==> src/rtl/alu_pkg.sv <==
// ---------------------------------------------------------------------------
// alu_pkg
// Shared definitions for the sequential ALU:
//   WIDTH_DEFAULT - default operand/result width
//   OP_*          - 5-bit opcode encodings
//   state_t       - handshake FSM states (IDLE / EXEC / DONE)
// ---------------------------------------------------------------------------
package alu_pkg;

   localparam int WIDTH_DEFAULT = 8;

   localparam logic [4:0] OP_ADD = 5'd0;
   localparam logic [4:0] OP_ADC = 5'd1;
   localparam logic [4:0] OP_SUB = 5'd2;
   localparam logic [4:0] OP_SBB = 5'd3;
   localparam logic [4:0] OP_MUL = 5'd4;
   localparam logic [4:0] OP_INR = 5'd5;
   localparam logic [4:0] OP_DCR = 5'd6;
   localparam logic [4:0] OP_AND = 5'd8;
   localparam logic [4:0] OP_OR  = 5'd9;
   localparam logic [4:0] OP_XOR = 5'd10;
   localparam logic [4:0] OP_CMA = 5'd11;
   localparam logic [4:0] OP_RLC = 5'd16;
   localparam logic [4:0] OP_RRC = 5'd17;
   localparam logic [4:0] OP_RAL = 5'd18;
   localparam logic [4:0] OP_RAR = 5'd19;

   typedef enum logic [1:0] {
      IDLE = 2'd0,
      EXEC = 2'd1,
      DONE = 2'd2
   } state_t;

endpackage

==> src/rtl/mul8_shift_add.sv <==
// ---------------------------------------------------------------------------
// mul8_shift_add
// Unsigned shift-add multiplier working on operand magnitudes.
//   clk, rst_n  - clock, synchronous active-low reset (clears counter)
//   start_i     - load magnitudes and clear accumulator/counter
//   step_i      - perform one shift-add iteration
//   a_mag_i     - |A| (unsigned)
//   b_mag_i     - |B| (unsigned)
//   product_o   - accumulator value including the current iteration
//   done_o      - high while the final iteration is being stepped
// ---------------------------------------------------------------------------
module mul8_shift_add
   import alu_pkg::*;
#(
   parameter int WIDTH     = WIDTH_DEFAULT,
   parameter int MUL_ITERS = WIDTH_DEFAULT
) (
   input  logic                 clk,
   input  logic                 rst_n,
   input  logic                 start_i,
   input  logic                 step_i,
   input  logic [WIDTH-1:0]     a_mag_i,
   input  logic [WIDTH-1:0]     b_mag_i,
   output logic [2*WIDTH-1:0]   product_o,
   output logic                 done_o
);

   localparam int CW = (MUL_ITERS > 1) ? $clog2(MUL_ITERS) : 1;
   localparam logic [CW-1:0] LAST = CW'(MUL_ITERS - 1);

   logic [2*WIDTH-1:0] mcand_q, mcand_d;
   logic [2*WIDTH-1:0] acc_q, acc_d;
   logic [WIDTH-1:0]   mplier_q, mplier_d;
   logic [CW-1:0]      cnt_q, cnt_d;
   logic [2*WIDTH-1:0] acc_sum;

   always_comb begin
      // Exposed combinationally so the final step's product can be
      // registered by the core on the same edge that ends EXEC.
      acc_sum  = acc_q + (mplier_q[0] ? mcand_q : '0);
      mcand_d  = mcand_q;
      acc_d    = acc_q;
      mplier_d = mplier_q;
      cnt_d    = cnt_q;
      if (start_i) begin
         mcand_d  = {{WIDTH{1'b0}}, a_mag_i};
         acc_d    = '0;
         mplier_d = b_mag_i;
         cnt_d    = '0;
      end else if (step_i) begin
         acc_d    = acc_sum;
         mcand_d  = mcand_q << 1;
         mplier_d = mplier_q >> 1;
         cnt_d    = cnt_q + CW'(1);
      end
   end

   always_ff @(posedge clk) begin
      if (!rst_n) begin
         mcand_q  <= '0;
         acc_q    <= '0;
         mplier_q <= '0;
         cnt_q    <= '0;
      end else begin
         mcand_q  <= mcand_d;
         acc_q    <= acc_d;
         mplier_q <= mplier_d;
         cnt_q    <= cnt_d;
      end
   end

   assign product_o = acc_sum;
   assign done_o    = step_i && (cnt_q == LAST);

endmodule

==> src/rtl/alu_core.sv <==
// ---------------------------------------------------------------------------
// alu_core
// Sequential signed ALU on the responder side of the CPU ALU handshake.
//   clk, rst_n            - clock, synchronous active-low reset
//   opcode                - operation select, latched at accept
//   operand_A, operand_B  - signed operands, latched at accept
//   enable                - accept qualifier; low stalls EXEC
//   input_ready           - CPU request, held until result_ready is seen
//   carry_in, borrow_in   - flag inputs, latched at accept
//   result_out            - registered result, held until next completion
//   result_ready          - high while in DONE
//   carry_out, borrow_out, zero, negative, overflow - registered flags
// ---------------------------------------------------------------------------
module alu_core
   import alu_pkg::*;
#(
   parameter int WIDTH     = WIDTH_DEFAULT,
   parameter int MUL_ITERS = WIDTH_DEFAULT
) (
   input  logic                    clk,
   input  logic                    rst_n,
   input  logic [4:0]              opcode,
   input  logic signed [WIDTH-1:0] operand_A,
   input  logic signed [WIDTH-1:0] operand_B,
   input  logic                    enable,
   input  logic                    input_ready,
   input  logic                    carry_in,
   input  logic                    borrow_in,
   output logic signed [WIDTH-1:0] result_out,
   output logic                    result_ready,
   output logic                    carry_out,
   output logic                    borrow_out,
   output logic                    zero,
   output logic                    negative,
   output logic                    overflow
);

   localparam int W1 = WIDTH + 1;
   localparam int WX = WIDTH + 2;

   state_t             state_q, state_d;
   logic [4:0]         op_q, op_d;
   logic [WIDTH-1:0]   a_q, a_d, b_q, b_d;
   logic               cin_q, cin_d, bin_q, bin_d;
   logic [WIDTH-1:0]   res_q, res_d;
   logic               cy_q, cy_d, bw_q, bw_d, z_q, z_d, n_q, n_d, v_q, v_d;

   // Overflow of a sign-extended result: the top bits must all agree.
   function automatic logic sov(input logic [WX-1:0] x);
      return !((&x[WX-1:WIDTH-1]) || !(|x[WX-1:WIDTH-1]));
   endfunction

   function automatic logic [WIDTH-1:0] mag(input logic [WIDTH-1:0] x);
      return x[WIDTH-1] ? (~x + WIDTH'(1)) : x;
   endfunction

   // ---------------- multiplier ----------------
   logic                 mul_start, mul_step, mul_done, mul_neg, mul_ov;
   logic [2*WIDTH-1:0]   mul_mag, mul_prod;

   assign mul_start = (state_q == IDLE) && enable && input_ready;
   assign mul_step  = (state_q == EXEC) && enable && (op_q == OP_MUL);

   mul8_shift_add #(.WIDTH(WIDTH), .MUL_ITERS(MUL_ITERS)) u_mul (
      .clk       (clk),
      .rst_n     (rst_n),
      .start_i   (mul_start),
      .step_i    (mul_step),
      .a_mag_i   (mag(operand_A)),
      .b_mag_i   (mag(operand_B)),
      .product_o (mul_mag),
      .done_o    (mul_done)
   );

   assign mul_neg  = a_q[WIDTH-1] ^ b_q[WIDTH-1];
   assign mul_prod = mul_neg ? (~mul_mag + (2*WIDTH)'(1)) : mul_mag;
   assign mul_ov   = !((&mul_prod[2*WIDTH-1:WIDTH-1]) || !(|mul_prod[2*WIDTH-1:WIDTH-1]));

   // ---------------- single-cycle datapath ----------------
   logic [WX-1:0]     ext_a, ext_b, add_x, sub_x, inr_x, dcr_x;
   logic [W1-1:0]     usum;
   logic              ci, bi, ubrw;
   logic [WIDTH-1:0]  alu_res;
   logic              alu_cy, alu_bw, alu_v;

   always_comb begin
      ci    = (op_q == OP_ADC) ? cin_q : 1'b0;
      bi    = (op_q == OP_SBB) ? bin_q : 1'b0;
      ext_a = {{2{a_q[WIDTH-1]}}, a_q};
      ext_b = {{2{b_q[WIDTH-1]}}, b_q};
      add_x = ext_a + ext_b + WX'(ci);
      sub_x = ext_a - ext_b - WX'(bi);
      inr_x = ext_a + WX'(1);
      dcr_x = ext_a - WX'(1);
      usum  = {1'b0, a_q} + {1'b0, b_q} + W1'(ci);
      ubrw  = {1'b0, a_q} < ({1'b0, b_q} + W1'(bi));

      // Flags not produced by an opcode pass the latched inputs through.
      alu_res = a_q;
      alu_cy  = cin_q;
      alu_bw  = bin_q;
      alu_v   = 1'b0;
      case (op_q)
         OP_ADD, OP_ADC: begin alu_res = add_x[WIDTH-1:0]; alu_cy = usum[WIDTH]; alu_v = sov(add_x); end
         OP_SUB, OP_SBB: begin alu_res = sub_x[WIDTH-1:0]; alu_bw = ubrw;        alu_v = sov(sub_x); end
         OP_INR: begin alu_res = inr_x[WIDTH-1:0]; alu_v = sov(inr_x); end
         OP_DCR: begin alu_res = dcr_x[WIDTH-1:0]; alu_v = sov(dcr_x); end
         OP_AND: begin alu_res = a_q & b_q; alu_cy = 1'b0; end
         OP_OR:  begin alu_res = a_q | b_q; alu_cy = 1'b0; end
         OP_XOR: begin alu_res = a_q ^ b_q; alu_cy = 1'b0; end
         // Complement leaves carry untouched (8085 CMA behaviour).
         OP_CMA: alu_res = ~a_q;
         OP_RLC: begin alu_res = {a_q[WIDTH-2:0], a_q[WIDTH-1]}; alu_cy = a_q[WIDTH-1]; end
         OP_RRC: begin alu_res = {a_q[0], a_q[WIDTH-1:1]};       alu_cy = a_q[0]; end
         OP_RAL: begin alu_res = {a_q[WIDTH-2:0], cin_q};        alu_cy = a_q[WIDTH-1]; end
         OP_RAR: begin alu_res = {cin_q, a_q[WIDTH-1:1]};        alu_cy = a_q[0]; end
         default: ;
      endcase
   end

   // ---------------- FSM ----------------
   logic              fin;
   logic [WIDTH-1:0]  fin_res;
   logic              fin_cy, fin_bw, fin_v;

   always_comb begin
      state_d = state_q;
      op_d    = op_q;
      a_d     = a_q;
      b_d     = b_q;
      cin_d   = cin_q;
      bin_d   = bin_q;
      res_d   = res_q;
      cy_d    = cy_q;
      bw_d    = bw_q;
      z_d     = z_q;
      n_d     = n_q;
      v_d     = v_q;
      fin     = 1'b0;
      fin_res = alu_res;
      fin_cy  = alu_cy;
      fin_bw  = alu_bw;
      fin_v   = alu_v;

      unique case (state_q)
         IDLE: begin
            if (enable && input_ready) begin
               op_d    = opcode;
               a_d     = operand_A;
               b_d     = operand_B;
               cin_d   = carry_in;
               bin_d   = borrow_in;
               state_d = EXEC;
            end
         end
         EXEC: begin
            if (enable) begin
               if (op_q == OP_MUL) begin
                  fin     = mul_done;
                  fin_res = mul_prod[WIDTH-1:0];
                  fin_cy  = cin_q;
                  fin_bw  = bin_q;
                  fin_v   = mul_ov;
               end else begin
                  fin = 1'b1;
               end
            end
            if (fin) state_d = DONE;
         end
         DONE: begin
            if (!input_ready) state_d = IDLE;
         end
         default: state_d = IDLE;
      endcase

      // Zero/negative are only updated at completion so outputs stay
      // all-zero after reset until the first result is registered.
      if (fin) begin
         res_d = fin_res;
         cy_d  = fin_cy;
         bw_d  = fin_bw;
         v_d   = fin_v;
         z_d   = (fin_res == '0);
         n_d   = fin_res[WIDTH-1];
      end
   end

   always_ff @(posedge clk) begin
      if (!rst_n) begin
         state_q <= IDLE;
         op_q    <= '0;
         a_q     <= '0;
         b_q     <= '0;
         cin_q   <= 1'b0;
         bin_q   <= 1'b0;
         res_q   <= '0;
         cy_q    <= 1'b0;
         bw_q    <= 1'b0;
         z_q     <= 1'b0;
         n_q     <= 1'b0;
         v_q     <= 1'b0;
      end else begin
         state_q <= state_d;
         op_q    <= op_d;
         a_q     <= a_d;
         b_q     <= b_d;
         cin_q   <= cin_d;
         bin_q   <= bin_d;
         res_q   <= res_d;
         cy_q    <= cy_d;
         bw_q    <= bw_d;
         z_q     <= z_d;
         n_q     <= n_d;
         v_q     <= v_d;
      end
   end

   assign result_out   = res_q;
   assign result_ready = (state_q == DONE);
   assign carry_out    = cy_q;
   assign borrow_out   = bw_q;
   assign zero         = z_q;
   assign negative     = n_q;
   assign overflow     = v_q;

endmodule

==> config.mk <==
export PLATFORM = sky130hd
export DESIGN_NAME = alu_core
export DESIGN_NICKNAME = d
export VERILOG_FILES = /design/src/rtl/alu_pkg.sv /design/src/rtl/mul8_shift_add.sv /design/src/rtl/alu_core.sv
export SDC_FILE = /design/constraint.sdc
export NUM_CORES = 1
export LEC_CHECK = 0
export CORE_MARGIN = 2
export CORE_UTILIZATION = 66
export CTS_BUF_LIST = sky130_fd_sc_hd__clkbuf_16
export DETAILED_ROUTE_END_ITERATION = 12
export PLACE_DENSITY = 0.9
export SYNTH_ARGS = -nofsm -noshare
export SYNTH_HDL_FRONTEND = slang
export SYNTH_SLANG_ARGS = --single-unit
==> constraint.sdc <==
create_clock -name clk -period 8.2 [get_ports clk]
set_input_delay 0.82 -clock clk [delete_from_list [all_inputs] [get_ports clk]]
set_output_delay 0.82 -clock clk [all_outputs]
set_load 0.005 [all_outputs]
==> flow_summary.json <==
{
  "cp-endpoint": "overflow$_SDFFE_PN0P_",
  "seq_area_frac_synth_pct": 22.8,
  "slew_violations": 0,
  "gp_congestion": 1.03,
  "ir_drop_v": 0.000107,
  "cts_tree": "yes",
  "antenna_found_initial": 0,
  "dr.pass1.iters": 7,
  "clockRootBuffer": "clkbuf_16",
  "synth_mux_area_share_pct": 2.06,
  "die_w_um": 107,
  "synth.net_count": 1046,
  "end_kind": "flop",
  "synth_top_family_by_area": "compound AO/OA/AOI/OAI gates",
  "track_usage_pct": 35.8,
  "leakagePower_nw": 2.96,
  "first_global_vias": 6593,
  "io_buffer_count": 40,
  "path_max_fanout": 17,
  "area_delta_synth_final_pct": 9.73,
  "grt_max_degree": 53,
  "min_path_type": "flop to flop",
  "synth_ff_type": "dfxtp_1",
  "io_pins": 41,
  "die_h_um": 107,
  "crit_buf_inv": 1,
  "core_mm2": 0.0103,
  "finalSetupViolations": 0,
  "grt_pass1_wl_um": 32700,
  "grt_overflow": 0,
  "rsz0062_at_grt": "false",
  "synth_common_cells": "176 x nand2_1, 82 x a21oi_1, 80 x dfxtp_1, 78 x nor2_1, 64 x ha_1",
  "ant_nets": 0,
  "cpPeakStageDelay_ns": 0.67,
  "synth.distinct_cells": 85,
  "synth_top_cell_by_area": "dfxtp_1",
  "yosys.area_share.adder_pct": 12.9,
  "ctsHoldBuffers": 0,
  "startpoint": "u_mul.mplier_q[0]$_SDFFE_PN0P_",
  "worstSetupStartpointType": "flop",
  "skew_ns": 0.00989,
  "worstSetupPathType": "flop to flop",
  "synthCells": 950,
  "ys_async_sr_fraction_pct": 0,
  "syn_area_mm2": 0.00704,
  "r2r_start": "u_mul.mplier_q[0]$_SDFFE_PN0P_",
  "hold_viol": 0,
  "rows": 37,
  "yosys-top-cells-area": "dfxtp_1 23%, ha_1 11%, nand2_1 9.4%",
  "maxSlewHeadroom_pct": 28.3,
  "run_status": "complete, no violations",
  "cp_top_family": "simple AND/OR/NAND/NOR gates",
  "synth-edff-count": 0,
  "crit_chain": "and2_1, ha_1, inv_1, fa_1, nor2b_1, o2111ai_1, a21oi_1, mux2_2, nor2_1, nor2_1, a31o_2, xor2_1, nor4_1, o32ai_2",
  "drt_iter0_markers": 740,
  "via_per_inst": 6.45,
  "post_cts_resized": 0,
  "hpwl_um": 14400,
  "powerDensity_mw_per_mm2": 135,
  "fmax_mhz": 245,
  "nets": 1050,
  "synth_top_area_share_pct": 22.8,
  "wl_per_cell_um": 18.4,
  "cts_buffers": 9,
  "crit_top_cell": "nor2_1",
  "slowest_stage": "dfxtp_1",
  "die_area_mm2": 0.0115,
  "ys_seq_elements": 80,
  "diodes": 0,
  "fin_crit_ns": 4.08,
  "arrival_ns": 4.29,
  "initial_core_util_pct": 68.1,
  "vias": 7064,
  "reg2reg_slack_ns": 4.12,
  "clock-sinks": 80,
  "finalCritPeriodShare_pct": 49.8,
  "drive_gt1_share_pct": 5.74,
  "power_w": 0.00104,
  "reg2reg_depth": 14,
  "synth_area_per_cell_um2": 7.41,
  "clk_pin_slew_ns": 0.07,
  "drc": 0,
  "yosysWarnings": 0,
  "cts_setup_buffers": 0,
  "synth-xor-area-share_pct": 7.45,
  "yosys.area_share.simple_pct": 24.4,
  "reg2reg_to": "overflow$_SDFFE_PN0P_",
  "tightestPinTransition_ns": 1.08,
  "synth_most_common_cell": "nand2_1",
  "synth_compound_area_share_pct": 24.8,
  "tns_ns": 0,
  "routed_wl_um": 20100,
  "cts_buffer_depth": 2,
  "htree_levels": 3,
  "critPathRequiredTime_ns": 8.41,
  "path_depth": 14,
  "insertion_delay_ns": 0.35,
  "maxCapViolCount": 0
}
-- cells by family (layout without fill, tap and decap cells) --
group	count (synthesis)	count (layout)
buffers and inverters	99	108
AND/OR/NAND/NOR	379	379
XOR/XNOR	56	56
multiplexers	13	13
adder cells (fa/ha/maj)	70	70
AO/OA/AOI/OAI	253	253
flip-flops	80	80
-- per-stage QoR --
| stage | setup WS (ns) | std cells | util [%] | area, µm² | hold slack, ns |
|---|---|---|---|---|---|
| floorplan | 4.16 | 950 | - | 7040 | 0.436 |
| global placement | 4.35 | 1079 | 72.1 | 7450 | 0.441 |
| detailed placement | 4.24 | 1079 | 72.1 | 7450 | 0.448 |
| CTS | 4.20 | 1095 | 74.8 | 7720 | 0.458 |
| global route | 3.96 | 1095 | 74.8 | 7720 | 0.476 |
| finish | 4.12 | 1095 | 74.8 | 7720 | 0.457 |
-- worst min path at each step --
stage | from | cells past startpoint | end | slack (ns)
after floorplan | u_mul.mcand_q[15]$_SDFFE_PP0P_ | 2 | u_mul.mcand_q[15]$_SDFFE_PP0P_ | 0.44
after global placement | result_out[3]$_SDFFE_PN0P_ | 2 | result_out[3]$_SDFFE_PN0P_ | 0.44
after detailed placement | carry_out$_SDFFE_PN0P_ | 2 | carry_out$_SDFFE_PN0P_ | 0.45
after CTS | carry_out$_SDFFE_PN0P_ | 2 | carry_out$_SDFFE_PN0P_ | 0.46
after global routing | result_out[1]$_SDFFE_PN0P_ | 2 | result_out[1]$_SDFFE_PN0P_ | 0.48
final | carry_out$_SDFFE_PN0P_ | 2 | carry_out$_SDFFE_PN0P_ | 0.46
-- cell usage in the layout (no fill, tap or decap), types with 10 or more instances in the layout --
cell type	instances
nand2_1	176
a21oi_1	82
dfxtp_1	80
nor2_1	77
ha_1	64
inv_1	45
clkdlybuf4s50_1	40
xnor2_1	38
o21ai_0	38
nand3_1	22
nor3_1	20
and2_1	18
xor2_1	15
a311oi_1	14
o21a_1	13
a211oi_1	12
o211ai_1	11
nand4_1	10
mux2i_1	10
-- power breakdown --
| group | internal [W] | switching (W) |
|---|---|---|
| logic | 0.0000974 | 0.000139 |
| clock network | 0.000205 | 0.000176 |
| registers | 0.000402 | 0.0000210 |
| total | 0.000704 | 0.000335 |
-- sequential cells by signal (all words and copies together) (netlist names) --
register / count
a_q: 8
zero: 1
u_mul.acc_q: 16
overflow: 1
cin_q: 1
u_mul.mcand_q: 16
bin_q: 1
borrow_out: 1
carry_out: 1
b_q: 8
u_mul.cnt_q: 3
result_out: 8
op_q: 5
state_q: 2
u_mul.mplier_q: 8
-- worst min-delay path: stages (launching register included) --
cell,delay [ns]
dfxtp_1,0.31
nand2_1,0.05
a21oi_1,0.05
-- area by class of cell --
class | instances | area (µm²)
Sequential cell | 80 | 1600
Tap cell | 136 | 170
Fill cell | 833 | 2600
Inverter | 45 | 169
Clock inverter | 7 | 46.3
Multi-Input combinational cell | 771 | 5050
Clock buffer | 9 | 225
Timing Repair Buffer | 47 | 453
-- metal layers --
| layer | part of all wire [%] | GRT usage, % | vias to the layer above |
|---|---|---|---|
| li1 | - | - | 3348 |
| met1 | 42 | 49.8 | 3282 |
| met2 | 44 | 54.8 | 371 |
| met3 | 10 | 8.81 | 63 |
| met4 | 3.0 | 10.9 | 0 |
| met5 | 0 | 0 | - |
Power figures use the tool's default switching activity.
